--- config.mk ---
export PLATFORM = sky130hd
export DESIGN_NAME = sn_window_decoder_flat
export DESIGN_NICKNAME = d
export VERILOG_FILES = /design/src/rtl/sn_window_if.sv /design/src/rtl/sn_window_decoder.sv /design/src/flat_wrapper.sv
export SDC_FILE = /design/constraint.sdc
export NUM_CORES = 1
export LEC_CHECK = 0
export CAP_MARGIN = 40
export CORE_ASPECT_RATIO = 1.2
export CORE_MARGIN = 2
export CORE_UTILIZATION = 45
export CTS_BUF_LIST = sky130_fd_sc_hd__clkbuf_2
export CTS_CLUSTER_SIZE = 12
export DETAILED_ROUTE_END_ITERATION = 7
export GPL_TIMING_DRIVEN = 0
export PLACE_DENSITY = 0.71
export SLEW_MARGIN = 10
export SYNTH_ARGS = -nofsm -noshare
export SYNTH_HDL_FRONTEND = slang
export SYNTH_SLANG_ARGS = --single-unit
export TNS_END_PERCENT = 1
--- constraint.sdc ---
create_clock -name clk -period 3.37 [get_ports clk]
set_clock_uncertainty 0.1 [all_clocks]
set_input_delay 0.674 -clock clk [delete_from_list [all_inputs] [get_ports clk]]
set_output_delay 0.674 -clock clk [all_outputs]
set_load 0.05 [all_outputs]
--- src/rtl/sn_window_if.sv ---
// Result and bitstream bundle for the stochastic window decoder.
// The decoder (slave) consumes the bitstream and drives the result side.
interface sn_window_if #(
  parameter int CNT_W = 8
);
  logic             sn_valid;
  logic             sn_bit;
  logic             res_valid;
  logic             res_ready;
  logic [CNT_W-1:0] res_count;
  logic [CNT_W-1:0] res_unorm;
  logic [CNT_W-1:0] res_bipolar;
  logic [CNT_W-1:0] res_avg;
  logic             ovf;

  modport master (
    output sn_valid, sn_bit, res_ready,
    input  res_valid, res_count, res_unorm, res_bipolar, res_avg, ovf
  );

  modport slave (
    input  sn_valid, sn_bit, res_ready,
    output res_valid, res_count, res_unorm, res_bipolar, res_avg, ovf
  );
endinterface

--- src/rtl/sn_window_decoder.sv ---
// Counts 1s of a bipolar SN bitstream over 2^k-beat windows and emits count/unorm/bipolar.
// Optional EMA smoothing of the bipolar value is built when SN_DECODE_EMA_EN is defined.
module sn_window_decoder #(
  parameter int CNT_W     = 8,
  parameter int AVG_SHIFT = 2
) (
  input  logic          clk,
  input  logic          rst_n,     // asynchronous, active-high despite the name
  input  logic          en,
  input  logic [2:0]    win_log2,
  sn_window_if.slave    sn
);

  typedef enum logic {
    ST_IDLE  = 1'b0,
    ST_ACCUM = 1'b1
  } state_t;

  localparam logic [CNT_W-1:0] HALF = {1'b1, {(CNT_W-1){1'b0}}};
  localparam logic [2:0]       K_MAX = 3'(CNT_W - 1);

  state_t           state_q;
  logic [2:0]       k_q;
  logic [CNT_W-1:0] beat_cnt;
  logic [CNT_W-1:0] one_cnt;

  logic             res_valid_q;
  logic [CNT_W-1:0] res_count_q;
  logic [CNT_W-1:0] res_unorm_q;
  logic [CNT_W-1:0] res_bipolar_q;
  logic             ovf_q;

  logic [2:0]       k_in;
  logic [CNT_W-1:0] win_last;
  logic [CNT_W-1:0] count_final;
  logic [CNT_W:0]   unorm_wide;
  logic [CNT_W-1:0] unorm_sat;
  logic [CNT_W-1:0] bipolar;
  logic             win_close;
  logic             drop;

  // NOTE: every always_comb output gets a default first so no path can infer a latch.
  always_comb begin
    k_in        = (int'(win_log2) > CNT_W - 1) ? K_MAX : win_log2;
    win_last    = CNT_W'((32'd1 << k_q) - 32'd1);
    count_final = one_cnt + CNT_W'(sn.sn_bit);
    unorm_wide  = {1'b0, count_final} << (CNT_W - int'(k_q));
    unorm_sat   = unorm_wide[CNT_W] ? '1 : unorm_wide[CNT_W-1:0];
    bipolar     = unorm_sat - HALF;
    win_close   = (state_q == ST_ACCUM) && en && sn.sn_valid && (beat_cnt == win_last);
    drop        = win_close && res_valid_q && !sn.res_ready;
  end

`ifdef SN_DECODE_EMA_EN
  logic [CNT_W-1:0]        avg_q;
  logic signed [CNT_W:0]   ema_diff;
  logic signed [CNT_W:0]   ema_step;
  logic [CNT_W-1:0]        avg_next;

  // Sign-extend both operands so the difference never wraps before the shift.
  always_comb begin
    ema_diff = $signed({bipolar[CNT_W-1], bipolar}) - $signed({avg_q[CNT_W-1], avg_q});
    ema_step = ema_diff >>> AVG_SHIFT;
    avg_next = avg_q + ema_step[CNT_W-1:0];
  end

  always_ff @(posedge clk or posedge rst_n) begin
    if (rst_n) begin
      avg_q <= '0;
    end else if (win_close && !drop) begin
      avg_q <= avg_next;
    end
  end

  assign sn.res_avg = avg_q;
`else
  assign sn.res_avg = '0;
`endif

  // NOTE: sequential state uses non-blocking assignments so every register samples pre-edge values.
  always_ff @(posedge clk or posedge rst_n) begin
    if (rst_n) begin
      state_q       <= ST_IDLE;
      k_q           <= '0;
      beat_cnt      <= '0;
      one_cnt       <= '0;
      res_valid_q   <= 1'b0;
      res_count_q   <= '0;
      res_unorm_q   <= '0;
      res_bipolar_q <= '0;
      ovf_q         <= 1'b0;
    end else begin
      if (res_valid_q && sn.res_ready) begin
        res_valid_q <= 1'b0;
      end

      case (state_q)
        ST_IDLE: begin
          if (en) begin
            state_q  <= ST_ACCUM;
            k_q      <= k_in;
            beat_cnt <= '0;
            one_cnt  <= '0;
          end
        end

        ST_ACCUM: begin
          if (!en) begin
            state_q  <= ST_IDLE;
            beat_cnt <= '0;
            one_cnt  <= '0;
          end else if (sn.sn_valid) begin
            if (win_close) begin
              beat_cnt <= '0;
              one_cnt  <= '0;
              k_q      <= k_in;
              if (drop) begin
                ovf_q <= 1'b1;
              end else begin
                // A close always wins over a same-cycle handshake: the new result replaces it.
                res_valid_q   <= 1'b1;
                res_count_q   <= count_final;
                res_unorm_q   <= unorm_sat;
                res_bipolar_q <= bipolar;
              end
            end else begin
              beat_cnt <= beat_cnt + 1'b1;
              one_cnt  <= count_final;
            end
          end
        end

        default: state_q <= ST_IDLE;
      endcase
    end
  end

  assign sn.res_valid   = res_valid_q;
  assign sn.res_count   = res_count_q;
  assign sn.res_unorm   = res_unorm_q;
  assign sn.res_bipolar = res_bipolar_q;
  assign sn.ovf         = ovf_q;

endmodule

--- src/flat_wrapper.sv ---
// flat-port wrapper written by rule: the top's interface ports become plain ports
module sn_window_decoder_flat 
#(
  parameter int CNT_W     = 8,
  parameter int AVG_SHIFT = 2
)
  (clk, rst_n, en, win_log2, sn_sn_valid, sn_sn_bit, sn_res_ready, sn_res_valid, sn_res_count, sn_res_unorm, sn_res_bipolar, sn_res_avg, sn_ovf);
  sn_window_if #(.CNT_W(CNT_W)) sn_i ();
  input  logic clk;
  input  logic rst_n;
  input  logic en;
  input  logic [2:0] win_log2;
  input wire logic [$bits(sn_i.sn_valid)-1:0] sn_sn_valid;
  input wire logic [$bits(sn_i.sn_bit)-1:0] sn_sn_bit;
  input wire logic [$bits(sn_i.res_ready)-1:0] sn_res_ready;
  output wire logic [$bits(sn_i.res_valid)-1:0] sn_res_valid;
  output wire logic [$bits(sn_i.res_count)-1:0] sn_res_count;
  output wire logic [$bits(sn_i.res_unorm)-1:0] sn_res_unorm;
  output wire logic [$bits(sn_i.res_bipolar)-1:0] sn_res_bipolar;
  output wire logic [$bits(sn_i.res_avg)-1:0] sn_res_avg;
  output wire logic [$bits(sn_i.ovf)-1:0] sn_ovf;
  assign sn_i.sn_valid = sn_sn_valid;
  assign sn_i.sn_bit = sn_sn_bit;
  assign sn_i.res_ready = sn_res_ready;
  assign sn_res_valid = sn_i.res_valid;
  assign sn_res_count = sn_i.res_count;
  assign sn_res_unorm = sn_i.res_unorm;
  assign sn_res_bipolar = sn_i.res_bipolar;
  assign sn_res_avg = sn_i.res_avg;
  assign sn_ovf = sn_i.ovf;
  sn_window_decoder #(.CNT_W(CNT_W), .AVG_SHIFT(AVG_SHIFT)) u_core (.clk(clk), .rst_n(rst_n), .en(en), .win_log2(win_log2), .sn(sn_i));
endmodule
==> impl_results.html, run 1 <==
<table>
<tr><th>Metric</th><th>Value</th></tr>
<tr><th colspan="2">Global routing</th></tr>
<tr><td>GR Overflow Total</td><td>0</td></tr>
<tr><td>Wire length of the first global-routing pass</td><td>around 11 mm</td></tr>
<tr><td>Maximum number of pins on one net before global-route repair</td><td>39</td></tr>
<tr><td>Via count of the first global-routing pass</td><td>2300</td></tr>
<tr><td>GRT Overall Usage</td><td>a little under a fifth</td></tr>
<tr><td>Number of antenna violations at the first check in global routing</td><td>0</td></tr>
<tr><th colspan="2">Synth</th></tr>
<tr><td>Async set-or-reset flop fraction in the synthesized netlist</td><td>100%</td></tr>
<tr><td>Area contributors post-synth</td><td>dfrtp_1 34%, nand2_1 4.9%, ha_1 4.4%</td></tr>
<tr><td>Post-synthesis sequential area ratio</td><td>34.4%</td></tr>
<tr><td>Yosys cell types</td><td>63</td></tr>
<tr><td>Post-synthesis cell count</td><td>307</td></tr>
<tr><td>Portion of synthesized cell area occupied by the leading cell type</td><td>around 34%</td></tr>
<tr><td>Total standard cell area after synthesis</td><td>around 2800 µm²</td></tr>
<tr><td>Post-synth top area cell</td><td>dfrtp_1</td></tr>
<tr><td>Top FF cell, synth</td><td>dfrtp_1</td></tr>
<tr><td>Mean instance size in the synthesized netlist</td><td>about 9.2 µm²</td></tr>
<tr><td>Number of storage elements in the synthesis netlist</td><td>39</td></tr>
<tr><td>Synthesis Warnings</td><td>0</td></tr>
<tr><td>Number of flops mapped to enable cells by yosys</td><td>0</td></tr>
<tr><th colspan="2">Floorplan</th></tr>
<tr><td>Die area</td><td>about 7000 µm²</td></tr>
<tr><td>Horizontal die dimension</td><td>between 70 and 80 µm</td></tr>
<tr><td>Core Region</td><td>between 6000 and 7000 µm²</td></tr>
<tr><td>Rows</td><td>31</td></tr>
<tr><td>Starting Density</td><td>~47%</td></tr>
<tr><td>IO Count</td><td>43</td></tr>
<tr><td>Vertical die dimension</td><td>approximately 90 µm</td></tr>
<tr><th colspan="2">Clock tree</th></tr>
<tr><td>Master cell of the clock root buffer</td><td>clkbuf_2</td></tr>
<tr><td>Htree depth</td><td>2</td></tr>
<tr><td>Clock-pin slew on the worst setup and hold paths</td><td>0.20 ns</td></tr>
<tr><td>Total number of clock tree sinks</td><td>39</td></tr>
<tr><td>CTS buffer count</td><td>5</td></tr>
<tr><td>Clock tree from TritonCTS</td><td>yes</td></tr>
<tr><td>Maximum clock insertion buffer count</td><td>2</td></tr>
<tr><td>Worst-Skew Late Latency</td><td>0.40 ns</td></tr>
<tr><td>Number of buffers inserted for hold repair after clock tree synthesis</td><td>0</td></tr>
<tr><th colspan="2">Power</th></tr>
<tr><td>Power per standard cell area</td><td>between 300 and 400 nW/µm²</td></tr>
<tr><td>Maximum VDD drop</td><td>approximately 180 µV</td></tr>
<tr><td>Leakage dissipation</td><td>1.69 nW</td></tr>
<tr><th colspan="2">Setup path</th></tr>
<tr><td>R2R Setup Slk</td><td>between 0.09 and 0.1 ns</td></tr>
<tr><td>Worst-path fanout max</td><td>7</td></tr>
<tr><td>Cells on worst reg2reg path</td><td>14</td></tr>
<tr><td>CP startpoint kind</td><td>input pin</td></tr>
<tr><td>Critical path endpoint category</td><td>register</td></tr>
<tr><td>Arrival time worst endpoint</td><td>about 3.5 ns</td></tr>
<tr><td>Required time worst endpoint</td><td>~3.6 ns</td></tr>
<tr><td>Type of the setup path with the least slack</td><td>input pin to register</td></tr>
<tr><th colspan="2">Layout</th></tr>
<tr><td>Finished Cell Area</td><td>3610 µm²</td></tr>
<tr><td>Final-stage net count</td><td>between 300 and 400</td></tr>
<tr><td>P&amp;R area growth vs syn</td><td>27.5%</td></tr>
<tr><td>Commonest non-fill, non-tap cells in the layout</td><td>38 x dfrtp_1, 37 x nand2_1, 33 x clkdlybuf4s50_1</td></tr>
<tr><td>Final Util</td><td>59.7%</td></tr>
<tr><td>Ant. Diodes</td><td>0</td></tr>
<tr><td>Commonest non-fill, non-tap cell in the layout</td><td>dfrtp_1</td></tr>
<tr><td>Share of cells above drive strength 1</td><td>22.7%</td></tr>
<tr><th colspan="2">Timing</th></tr>
<tr><td>Fin crit period</td><td>approximately 3.3 ns</td></tr>
<tr><td>Hold violation count in the final report</td><td>0</td></tr>
<tr><td>Worst setup slack after layout</td><td>0.0969 ns</td></tr>
<tr><td>RSZ-0062 raised after global routing</td><td>true</td></tr>
<tr><td>Maximum achievable frequency</td><td>306 MHz</td></tr>
<tr><td>Slew at the pin closest to its max-slew limit</td><td>0.499 ns</td></tr>
<tr><td>Worst hold slack</td><td>0.304 ns</td></tr>
<tr><td>Slew Limit Fails</td><td>0</td></tr>
<tr><td>Final worst path period share</td><td>a little over nine tenths</td></tr>
<tr><td>Slew HR</td><td>between 60 and 70%</td></tr>
<tr><td># setup viols final</td><td>0</td></tr>
<tr><th colspan="2">Status</th></tr>
<tr><td>Run status</td><td>finished clean</td></tr>
<tr><th colspan="2">Detailed routing</th></tr>
<tr><td>Final antenna-violating net count</td><td>0</td></tr>
<tr><td>Post-detailed-route via-to-cell ratio</td><td>~5.3</td></tr>
<tr><td>Via total after detailed routing</td><td>approximately 2400</td></tr>
<tr><td>Detailed-route wire length</td><td>roughly 6.5 mm</td></tr>
<tr><td>DRC</td><td>0</td></tr>
<tr><td>Drt first-iter violations</td><td>between 200 and 250</td></tr>
<tr><td>Number of detailed-routing iterations run before antenna repair</td><td>4</td></tr>
<tr><td>Routed length per placed instance</td><td>approximately 14 µm</td></tr>
<tr><th colspan="2">Placed design</th></tr>
<tr><td>Placed wire-length estimate after detailed placement</td><td>~4.6 mm</td></tr>
<tr><td>Port bufs</td><td>33</td></tr>
<tr><td>Setup slack at placement</td><td>-0.350 ns</td></tr>
<tr><td>Global placer's final weighted congestion</td><td>just over 0.9</td></tr>
<tr><td>Placement Cell Area</td><td>roughly 3300 µm²</td></tr>
<tr><th colspan="2">Worst hold path</th></tr>
<tr><td>Class of the tightest hold or removal check</td><td>input pin to asynchronous set/reset pin</td></tr>
<tr><th colspan="2">Run</th></tr>
<tr><td>Number of max-capacitance violations reported</td><td>0</td></tr>
</table>
[stage by stage]
step,power (mW),std cells,setup TNS (ns)
after floorplan,0.872,314,0
after global placement,0.960,429,-5.36
after detailed placement,0.969,430,-6.44
after CTS,1.29,442,0
after global routing,1.41,452,-0.102
final,1.33,452,0
[power by group]
part	internal, mW	switching, mW
clock	0.122	0.155
sequential	0.480	0.0136
combinational	0.236	0.323
[cells in the mapped netlist (3+ instances only)]
cell and n:
dfrtp_1 39, nand2_1 37, buf_4 16, inv_1 15, o21ai_0 13, nand3_1 12, a21oi_1 11, nor2_1 11
ha_1 10, clkbuf_1 9, mux2_2 9, mux2i_1 9, nor3_1 9, mux2_4 8, nor2b_1 7, o211ai_1 6
xnor2_1 6, xor2_1 6, a211oi_1 4, a22o_1 4, a31oi_1 4, nand2b_1 4, nor3b_1 4, and3_1 3
o21bai_1 3
[worst max-delay path: stages]
cell             delay [ns]
clkdlybuf4s50_1        0.47
ha_1                   0.25
ha_1                   0.32
nand3_1                0.17
or2_2                  0.37
xnor2_1                0.21
a22oi_1                0.28
a32o_2                 0.33
o221ai_1               0.14
mux2_4                 0.28
[metal layers]
layer,wire length [µm],share of wire [%],GRT usage (%),vias up
met5,0,0,0,-
met4,106,1.6,5.15,0
met3,319,4.9,3.28,16
met2,3250,50,33.7,85
met1,2850,44,23.9,1122
li1,-,-,-,1194
[flip-flops by register name, summed over array words and instances, names as in the netlist]
| signal | cells |
|---|---|
| u_core.one_cnt | 8 |
| u_core.sn.res_count | 8 |
| u_core.sn.ovf | 1 |
| u_core.sn.res_bipolar | 8 |
| u_core.sn.res_valid | 1 |
| u_core.state_q | 1 |
| u_core.beat_cnt | 8 |
| u_core.k_q | 3 |
| u_core.sn.res_unorm | 1 |
[cells by family after synthesis]
kind of cell / synth area share, %
DFF: 34.4
adders and majority gates: 4.42
xor gates and xnor gates: 4.28
muxes: 11.4
AOI/OAI and AO/OA: 16.6
and+or+nand+nor: 19.6
other: 0.132
buffers and inverters: 9.14
[final cells by class]
class,count,area [µm²]
clock inverter,3,38.8
multi-input combinational,229,1720
timing repair buffer,48,477
tap,82,103
inverter,15,60.1
clock buffer,5,25.0
sequential,39,977
buffer,31,213
fill,550,2440
[repair_timing]
action,4_1_cts,5_1_grt
gates resized for setup,10,9
cloned,0,1
buffers inserted,4,9
pin swaps,2,7
hold endpoints to repair,0,0
setup endpoints to repair,30,21
[worst paths after layout]
check,startpoint,endpoint
worst max-delay path,sn_sn_bit,u_core.sn.res_bipolar[4]
worst min-delay path,rst_n,u_core.sn.res_bipolar[7]
worst max register to register,u_core.k_q[0],u_core.sn.res_count[5]
worst min register to register,u_core.sn.ovf,u_core.sn.ovf
max in group asynchronous,rst_n,u_core.sn.ovf
min in group clk,u_core.sn.ovf,u_core.sn.ovf
Power figures use the tool's default switching activity.
==> run 2, diff against run 1 <==
ABC_CLOCK_PERIOD_IN_PS = 3370   (was unset)
==> results of run 2 <==
Final layout, timing and power as in run 1 (identical DEF).
